[src/rtl/arith_sequencer_pkg.sv]
// Shared encodings for the arithmetic-unit micro-sequencer: op codes, FSM states, sizes.
package arith_seq_pkg;

  localparam int WIDTH     = 30;
  localparam int MUL_STEPS = 30;
  localparam int CNT_W     = 5;

  // 3'b110 and 3'b111 are NOP and intentionally left unnamed
  typedef enum logic [2:0] {
    OP_ADD = 3'b000,
    OP_SUB = 3'b001,
    OP_AND = 3'b010,
    OP_MUL = 3'b011,
    OP_CMP = 3'b100,
    OP_SHR = 3'b101
  } op_e;

  typedef enum logic [3:0] {
    ST_IDLE,
    ST_MOVB,
    ST_NOTB,
    ST_SUM,
    ST_WB,
    ST_FIN,
    ST_ANDS,
    ST_CLRB,
    ST_MADD,
    ST_MSHF,
    ST_SHF
  } state_e;

endpackage

[src/rtl/arith_sequencer_if.sv]
// Instruction-stage / AU side of the sequencer: request, status and AU strobe bundle.
interface arith_seq_if;

  logic                           start;
  logic [2:0]                     op;
  logic [arith_seq_pkg::CNT_W-1:0] shamt;
  logic                           busy;
  logic                           done;
  logic                           flag;
  logic                           reg_b_0;
  logic                           reg_c_30;
  logic                           do_clear_b;
  logic                           do_not_b;
  logic                           do_sum;
  logic                           do_and;
  logic                           do_right_shift_bc;
  logic                           do_move_c_to_b;
  logic                           do_move_b_to_c;

  modport master (
    output start, op, shamt, reg_b_0, reg_c_30,
    input  busy, done, flag, do_clear_b, do_not_b, do_sum, do_and,
           do_right_shift_bc, do_move_c_to_b, do_move_b_to_c
  );

  modport slave (
    input  start, op, shamt, reg_b_0, reg_c_30,
    output busy, done, flag, do_clear_b, do_not_b, do_sum, do_and,
           do_right_shift_bc, do_move_c_to_b, do_move_b_to_c
  );

endinterface

[src/rtl/arith_sequencer_au_step_counter.sv]
// Loadable down-counter with zero detect; paces the MUL step loop and the SHR shift loop.
module au_step_counter #(
  parameter int CNT_W = 5
) (
  input  logic             clk,
  input  logic             resetn,
  input  logic             load_i,
  input  logic             dec_i,
  input  logic [CNT_W-1:0] load_val_i,
  output logic             zero_o
);

  logic [CNT_W-1:0] cnt_q, cnt_d;

  always_comb begin
    cnt_d = cnt_q;
    if (load_i)
      cnt_d = load_val_i;
    else if (dec_i)
      cnt_d = cnt_q - CNT_W'(1);
  end

  always_ff @(posedge clk) begin
    if (!resetn)
      cnt_q <= '0;
    else
      cnt_q <= cnt_d;
  end

  assign zero_o = (cnt_q == '0);

endmodule

[src/rtl/arith_sequencer.sv]
// Micro-sequencer issuing AU strobe sequences for ADD/SUB/CMP/AND/MUL/SHR; result lands in C.
module arith_sequencer (
  input  logic        clk,
  input  logic        resetn,
  arith_seq_if.slave  bus
);
  import arith_seq_pkg::*;

  state_e     state_q, state_d;
  logic [2:0] op_q, op_d;
  logic       flag_q, flag_d;
  logic       cnt_load, cnt_dec, cnt_zero;
  logic [CNT_W-1:0] cnt_load_val;

  au_step_counter #(.CNT_W(CNT_W)) u_cnt (
    .clk        (clk),
    .resetn     (resetn),
    .load_i     (cnt_load),
    .dec_i      (cnt_dec),
    .load_val_i (cnt_load_val),
    .zero_o     (cnt_zero)
  );

  always_comb begin
    state_d               = state_q;
    op_d                  = op_q;
    flag_d                = flag_q;
    cnt_load              = 1'b0;
    cnt_dec               = 1'b0;
    cnt_load_val          = '0;
    bus.do_clear_b        = 1'b0;
    bus.do_not_b          = 1'b0;
    bus.do_sum            = 1'b0;
    bus.do_and            = 1'b0;
    bus.do_right_shift_bc = 1'b0;
    bus.do_move_c_to_b    = 1'b0;
    bus.do_move_b_to_c    = 1'b0;
    case (state_q)
      ST_IDLE: if (bus.start) begin
        op_d   = bus.op;
        flag_d = 1'b0;
        case (bus.op)
          OP_ADD, OP_SUB, OP_CMP: state_d = ST_MOVB;
          OP_AND:                 state_d = ST_ANDS;
          OP_MUL: begin
            state_d      = ST_CLRB;
            cnt_load     = 1'b1;
            cnt_load_val = CNT_W'(MUL_STEPS - 1);
          end
          OP_SHR: begin
            state_d      = (bus.shamt == '0) ? ST_FIN : ST_SHF;
            cnt_load     = 1'b1;
            cnt_load_val = bus.shamt - CNT_W'(1);
          end
          default:                state_d = ST_FIN;
        endcase
      end
      ST_MOVB: begin
        bus.do_move_c_to_b = 1'b1;
        state_d = (op_q == OP_ADD) ? ST_SUM : ST_NOTB;
      end
      ST_NOTB: begin
        bus.do_not_b = 1'b1;
        state_d      = ST_SUM;
      end
      ST_SUM: begin
        bus.do_sum = 1'b1;
        state_d    = ST_WB;
      end
      // CMP keeps C intact; the borrow is the inverted carry out of A + ~Y + 1
      ST_WB: begin
        bus.do_move_b_to_c = (op_q != OP_CMP);
        if (op_q == OP_ADD)
          flag_d = bus.reg_b_0;
        else if (op_q == OP_SUB || op_q == OP_CMP)
          flag_d = ~bus.reg_b_0;
        state_d = ST_FIN;
      end
      ST_ANDS: begin
        bus.do_and = 1'b1;
        state_d    = ST_FIN;
      end
      ST_CLRB: begin
        bus.do_clear_b = 1'b1;
        state_d        = ST_MADD;
      end
      ST_MADD: begin
        bus.do_sum = bus.reg_c_30;
        state_d    = ST_MSHF;
      end
      ST_MSHF: begin
        bus.do_right_shift_bc = 1'b1;
        cnt_dec = ~cnt_zero;
        state_d = cnt_zero ? ST_WB : ST_MADD;
      end
      ST_SHF: begin
        bus.do_right_shift_bc = 1'b1;
        cnt_dec = ~cnt_zero;
        state_d = cnt_zero ? ST_FIN : ST_SHF;
      end
      ST_FIN:  state_d = ST_IDLE;
      default: state_d = ST_IDLE;
    endcase
  end

  always_ff @(posedge clk) begin
    if (!resetn) begin
      state_q <= ST_IDLE;
      flag_q  <= 1'b0;
    end else begin
      state_q <= state_d;
      flag_q  <= flag_d;
    end
  end

  always_ff @(posedge clk) begin
    op_q <= op_d;
  end

  assign bus.busy = (state_q != ST_IDLE);
  assign bus.done = (state_q == ST_FIN);
  assign bus.flag = flag_q;

endmodule
[src/flat_wrapper.sv]
// flat-port wrapper written by rule: the top's interface ports become plain ports
module arith_sequencer_flat import arith_seq_pkg::*;
  (clk, resetn, bus_start, bus_op, bus_shamt, bus_reg_b_0, bus_reg_c_30, bus_busy, bus_done, bus_flag, bus_do_clear_b, bus_do_not_b, bus_do_sum, bus_do_and, bus_do_right_shift_bc, bus_do_move_c_to_b, bus_do_move_b_to_c);
  arith_seq_if bus_i ();
  input  logic clk;
  input  logic resetn;
  input wire logic [$bits(bus_i.start)-1:0] bus_start;
  input wire logic [$bits(bus_i.op)-1:0] bus_op;
  input wire logic [$bits(bus_i.shamt)-1:0] bus_shamt;
  input wire logic [$bits(bus_i.reg_b_0)-1:0] bus_reg_b_0;
  input wire logic [$bits(bus_i.reg_c_30)-1:0] bus_reg_c_30;
  output wire logic [$bits(bus_i.busy)-1:0] bus_busy;
  output wire logic [$bits(bus_i.done)-1:0] bus_done;
  output wire logic [$bits(bus_i.flag)-1:0] bus_flag;
  output wire logic [$bits(bus_i.do_clear_b)-1:0] bus_do_clear_b;
  output wire logic [$bits(bus_i.do_not_b)-1:0] bus_do_not_b;
  output wire logic [$bits(bus_i.do_sum)-1:0] bus_do_sum;
  output wire logic [$bits(bus_i.do_and)-1:0] bus_do_and;
  output wire logic [$bits(bus_i.do_right_shift_bc)-1:0] bus_do_right_shift_bc;
  output wire logic [$bits(bus_i.do_move_c_to_b)-1:0] bus_do_move_c_to_b;
  output wire logic [$bits(bus_i.do_move_b_to_c)-1:0] bus_do_move_b_to_c;
  assign bus_i.start = bus_start;
  assign bus_i.op = bus_op;
  assign bus_i.shamt = bus_shamt;
  assign bus_i.reg_b_0 = bus_reg_b_0;
  assign bus_i.reg_c_30 = bus_reg_c_30;
  assign bus_busy = bus_i.busy;
  assign bus_done = bus_i.done;
  assign bus_flag = bus_i.flag;
  assign bus_do_clear_b = bus_i.do_clear_b;
  assign bus_do_not_b = bus_i.do_not_b;
  assign bus_do_sum = bus_i.do_sum;
  assign bus_do_and = bus_i.do_and;
  assign bus_do_right_shift_bc = bus_i.do_right_shift_bc;
  assign bus_do_move_c_to_b = bus_i.do_move_c_to_b;
  assign bus_do_move_b_to_c = bus_i.do_move_b_to_c;
  arith_sequencer u_core (.clk(clk), .resetn(resetn), .bus(bus_i));
endmodule
[config.mk]
export PLATFORM = sky130hd
export DESIGN_NAME = arith_sequencer_flat
export DESIGN_NICKNAME = d
export VERILOG_FILES = /design/src/rtl/arith_sequencer_pkg.sv /design/src/rtl/arith_sequencer_if.sv /design/src/rtl/arith_sequencer_au_step_counter.sv /design/src/rtl/arith_sequencer.sv /design/src/flat_wrapper.sv
export SDC_FILE = /design/constraint.sdc
export NUM_CORES = 1
export LEC_CHECK = 0
export ABC_AREA = 1
export CORE_MARGIN = 2
export CORE_UTILIZATION = 50
export CTS_CLUSTER_DIAMETER = 80
export DETAILED_ROUTE_END_ITERATION = 6
export PLACE_DENSITY = 0.87
export REMOVE_ABC_BUFFERS = 1
export SLEW_MARGIN = 15
export SYNTH_ARGS = -nofsm -noshare
export SYNTH_HDL_FRONTEND = slang
export SYNTH_SLANG_ARGS = --single-unit
[constraint.sdc]
create_clock -name clk -period 2.8 [get_ports clk]
set_input_delay 0.42 -clock clk [delete_from_list [all_inputs] [get_ports clk]]
set_output_delay 0.42 -clock clk [all_outputs]
set_load 0.1 [all_outputs]
==> qor.csv <==
stage,metric,value,unit
status,status,"complete, no violations",
yosys,flop and latch count out of synthesis,13,
clocking,largest buffer count on any clock path,2,
timing,Final Max Slew Viols,0,
yosys,Syn Area/Cell,5.92,um2
placed_design,IO buf count,22,
routing,WL per Instance,10.7,um
yosys,top cell type's share of synthesized area,19.9,%
pwr,leakage power total,0.747,nW
pwr,Sw Ratio,60.4,%
pwr,Power Density,1030,nW/um2
routing,Avg Vias per Cell,5.12,
placed_design,GP Congestion,0.930,
routing,DRT Pass-1 Iters,5,
worst_setup_path,slowest CP cell,dfxtp_1,
global_route,GRT Overall Usage,21.1,%
clocking,total clock buffers created by CTS,3,
clocking,Post-CTS Setup Bufs,0,
routing,Antenna Nets Post-Route,0,
worst_setup_path,worst-path maximum fanout,5,
die,die area,2580,um2
finish,share of cells above drive strength 1,10.4,%
die,row count,16,
timing,Max Freq,531,MHz
worst_hold_path,Worst Hold Class,register to register,
clocking,hold buffers post-CTS,0,
placed_design,placed inst area,1330,um2
yosys,Synth top cells by count,"nand2_1 (58), nor2_1 (36), inv_1 (30)",
clocking,Clock Latency Late Sink,0.27,ns
timing,Hold WS,0.488,ns
yosys,Yosys cell types,19,
yosys,Post-Syn Instances,185,
timing,final hold vios,0,
timing,final setup fails,0,
yosys,Netlist Area Pre-Place,1100,um2
timing,fin crit period,1.88,ns
pwr,Internal,0.000550,W
global_route,largest net degree at the start of global routing,11,
pwr,combinational share of power,69.5,%
timing,unrepaired setup endpoints after global routing,false,
worst_setup_path,CP Class,register to output pin,
worst_setup_path,CP Capture Type,output pin,
clocking,clock-pin slew reported for the worst setup and hold paths after clock tree synthesis,0.09,ns
routing,Post-Route WL,2560,um
pwr,sequential power share,22.0,%
routing,initial DRC count,36,
die,width of the die,50.8,um
yosys,"area leader, netlist",nand2_1,
yosys,"count leader, synth",nand2_1,
yosys,number of flops mapped to enable cells by yosys,3,
clocking,Root Driver,clkbuf_4,
routing,Vias,1219,
placed_design,Detailed Place HPWL,2160,um
job,max-cap violation count,0,
pwr,peak supply drop,0.503,mV
finish,# diodes,0,
yosys,Post-synth ARST share,0,%
die,# IOs,23,
worst_setup_path,critical path launch point type,register,
global_route,first-pass GRT wire length,4280,um
clocking,CTS tree,built,
worst_setup_path,Worst EP required,2.38,ns
timing,Worst slew margin,81.5,%
worst_setup_path,CP Data Arrival Time,1.46,ns
timing,period utilisation layout,67.2,%
die,Initial Utilization,54.2,%
yosys,ys flop type,dfxtp_1,
die,die height,50.8,um
timing,TNS Setup,0,ns
global_route,initial antenna violation count,0,
pwr,NetSw,0.000839,W
finish,Syn-to-layout area delta,23.3,%
yosys,Ys Warns,0,
die,Core Box Area,2020,um2
worst_setup_path,CP max stage delay,0.46,ns
worst_setup_path,"Critical Path, Cell by Cell",nand2_1 > inv_1 > nand2_1 > inv_1 > buf_4,
clocking,H-tree Lvls,1,
pwr,Clock power frac,8.5,%
routing,# DRC,0,
global_route,vias in the first global route,1142,
finish,"Design Area, Final",1350,um2
yosys,sequential share of the synthesized area,26.5,%
timing,Worst-Margin Slew,0.277,ns
clocking,clock sink count,13,
global_route,GR Overflow Total,0,
finish,Nets,228,
yosys,Area contributors post-synth,"nand2_1 (20%), dfxtp_1 (18%), nor2_1 (12%)",
clocking,post_cts resized,0,
timing,clock skew,0.00337,ns
==> layer usage <==
metal	global-route usage [%]	wire, um
met1	22.3	1070
met2	43.2	1340
met3	3.80	127
met4	3.60	19
met5	0	0
==> critical path, delay by kind of cell, from the launching register on <==
| kind | cells | cell delay (ns) |
|---|---|---|
| buffers and inverters | 3 | 0.48 |
| DFF | 1 | 0.46 |
| and+or+nand+nor | 2 | 0.23 |
==> registers in the layout, summed over array words and instances, names as in the netlist <==
signal	count
u_core.bus.flag	1
u_core.op_q	3
u_core.state_q	4
u_core.u_cnt.cnt_q	5
==> path summary, 6_finish.rpt <==
path | from | endpoint | slack [ns] | cells after the start
setup reg to reg | u_core.u_cnt.cnt_q[0] | u_core.u_cnt.cnt_q[0] | 1.36 | 10
setup / recovery | u_core.state_q[3] | bus_do_right_shift_bc | 0.92 | 5
hold / removal | u_core.bus.flag | u_core.bus.flag | 0.49 | 2
hold reg to reg | u_core.bus.flag | u_core.bus.flag | 0.49 | 2
==> per-stage QoR <==
step | worst slack [ns] | power [W] | std cells | utilization, %
after detailed placement | 1.01 | 0.00127 | 234 | 65.5
after CTS | 0.928 | 0.00139 | 238 | 66.8
final | 0.918 | 0.00139 | 238 | 66.8
after global placement | 1.01 | 0.00125 | 234 | 65.5
after floorplan | 0.263 | 0.00108 | 185 | -
after global routing | 0.801 | 0.00148 | 238 | 66.8
==> power by group through the flow <==
| stage | Combinational, W | Sequential, W | Clock, W |
|---|---|---|---|
| floorplan | 0.000735 | 0.000343 | 0 |
| global placement | 0.000943 | 0.000305 | 0 |
| detailed placement | 0.000960 | 0.000308 | 0 |
| CTS | 0.000963 | 0.000304 | 0.000120 |
| global route | 0.00104 | 0.000312 | 0.000132 |
| finish | 0.000965 | 0.000305 | 0.000118 |
==> layout by cell type (no fill, tap or decap), types with 2 or more instances in the layout <==
| cell | count |
|---|---|
| buf_4 | 10 |
| nor2_1 | 36 |
| clkdlybuf4s50_1 | 12 |
| a21oi_1 | 7 |
| clkbuf_4 | 3 |
| edfxtp_1 | 3 |
| ha_1 | 3 |
| nand2_4 | 3 |
| inv_1 | 30 |
| nand2_1 | 58 |
| nand3_1 | 20 |
| o21ai_0 | 4 |
| xnor2_1 | 2 |
| nor2_4 | 2 |
| dfxtp_1 | 10 |
==> cell type report <==
| class | count | area [um2] |
|---|---|---|
| multi-input combinational | 142 | 693 |
| fill | 197 | 671 |
| tap | 27 | 33.8 |
| inverter | 30 | 113 |
| clock buffer | 4 | 26.3 |
| sequential | 13 | 290 |
| timing repair buffer | 22 | 195 |
==> logic make-up (layout without fill, tap and decap cells) <==
kind of cell	count (synthesis)	count (layout)	share of synthesized area, %
adders and majority gates	3	3	3.43
buffers and inverters	30	56	10.3
and+or+nand+nor	123	123	51.1
DFF	13	13	26.5
xor gates and xnor gates	2	2	1.60
AOI/OAI and AO/OA	14	14	7.08
(Power assumes the default switching activity.)
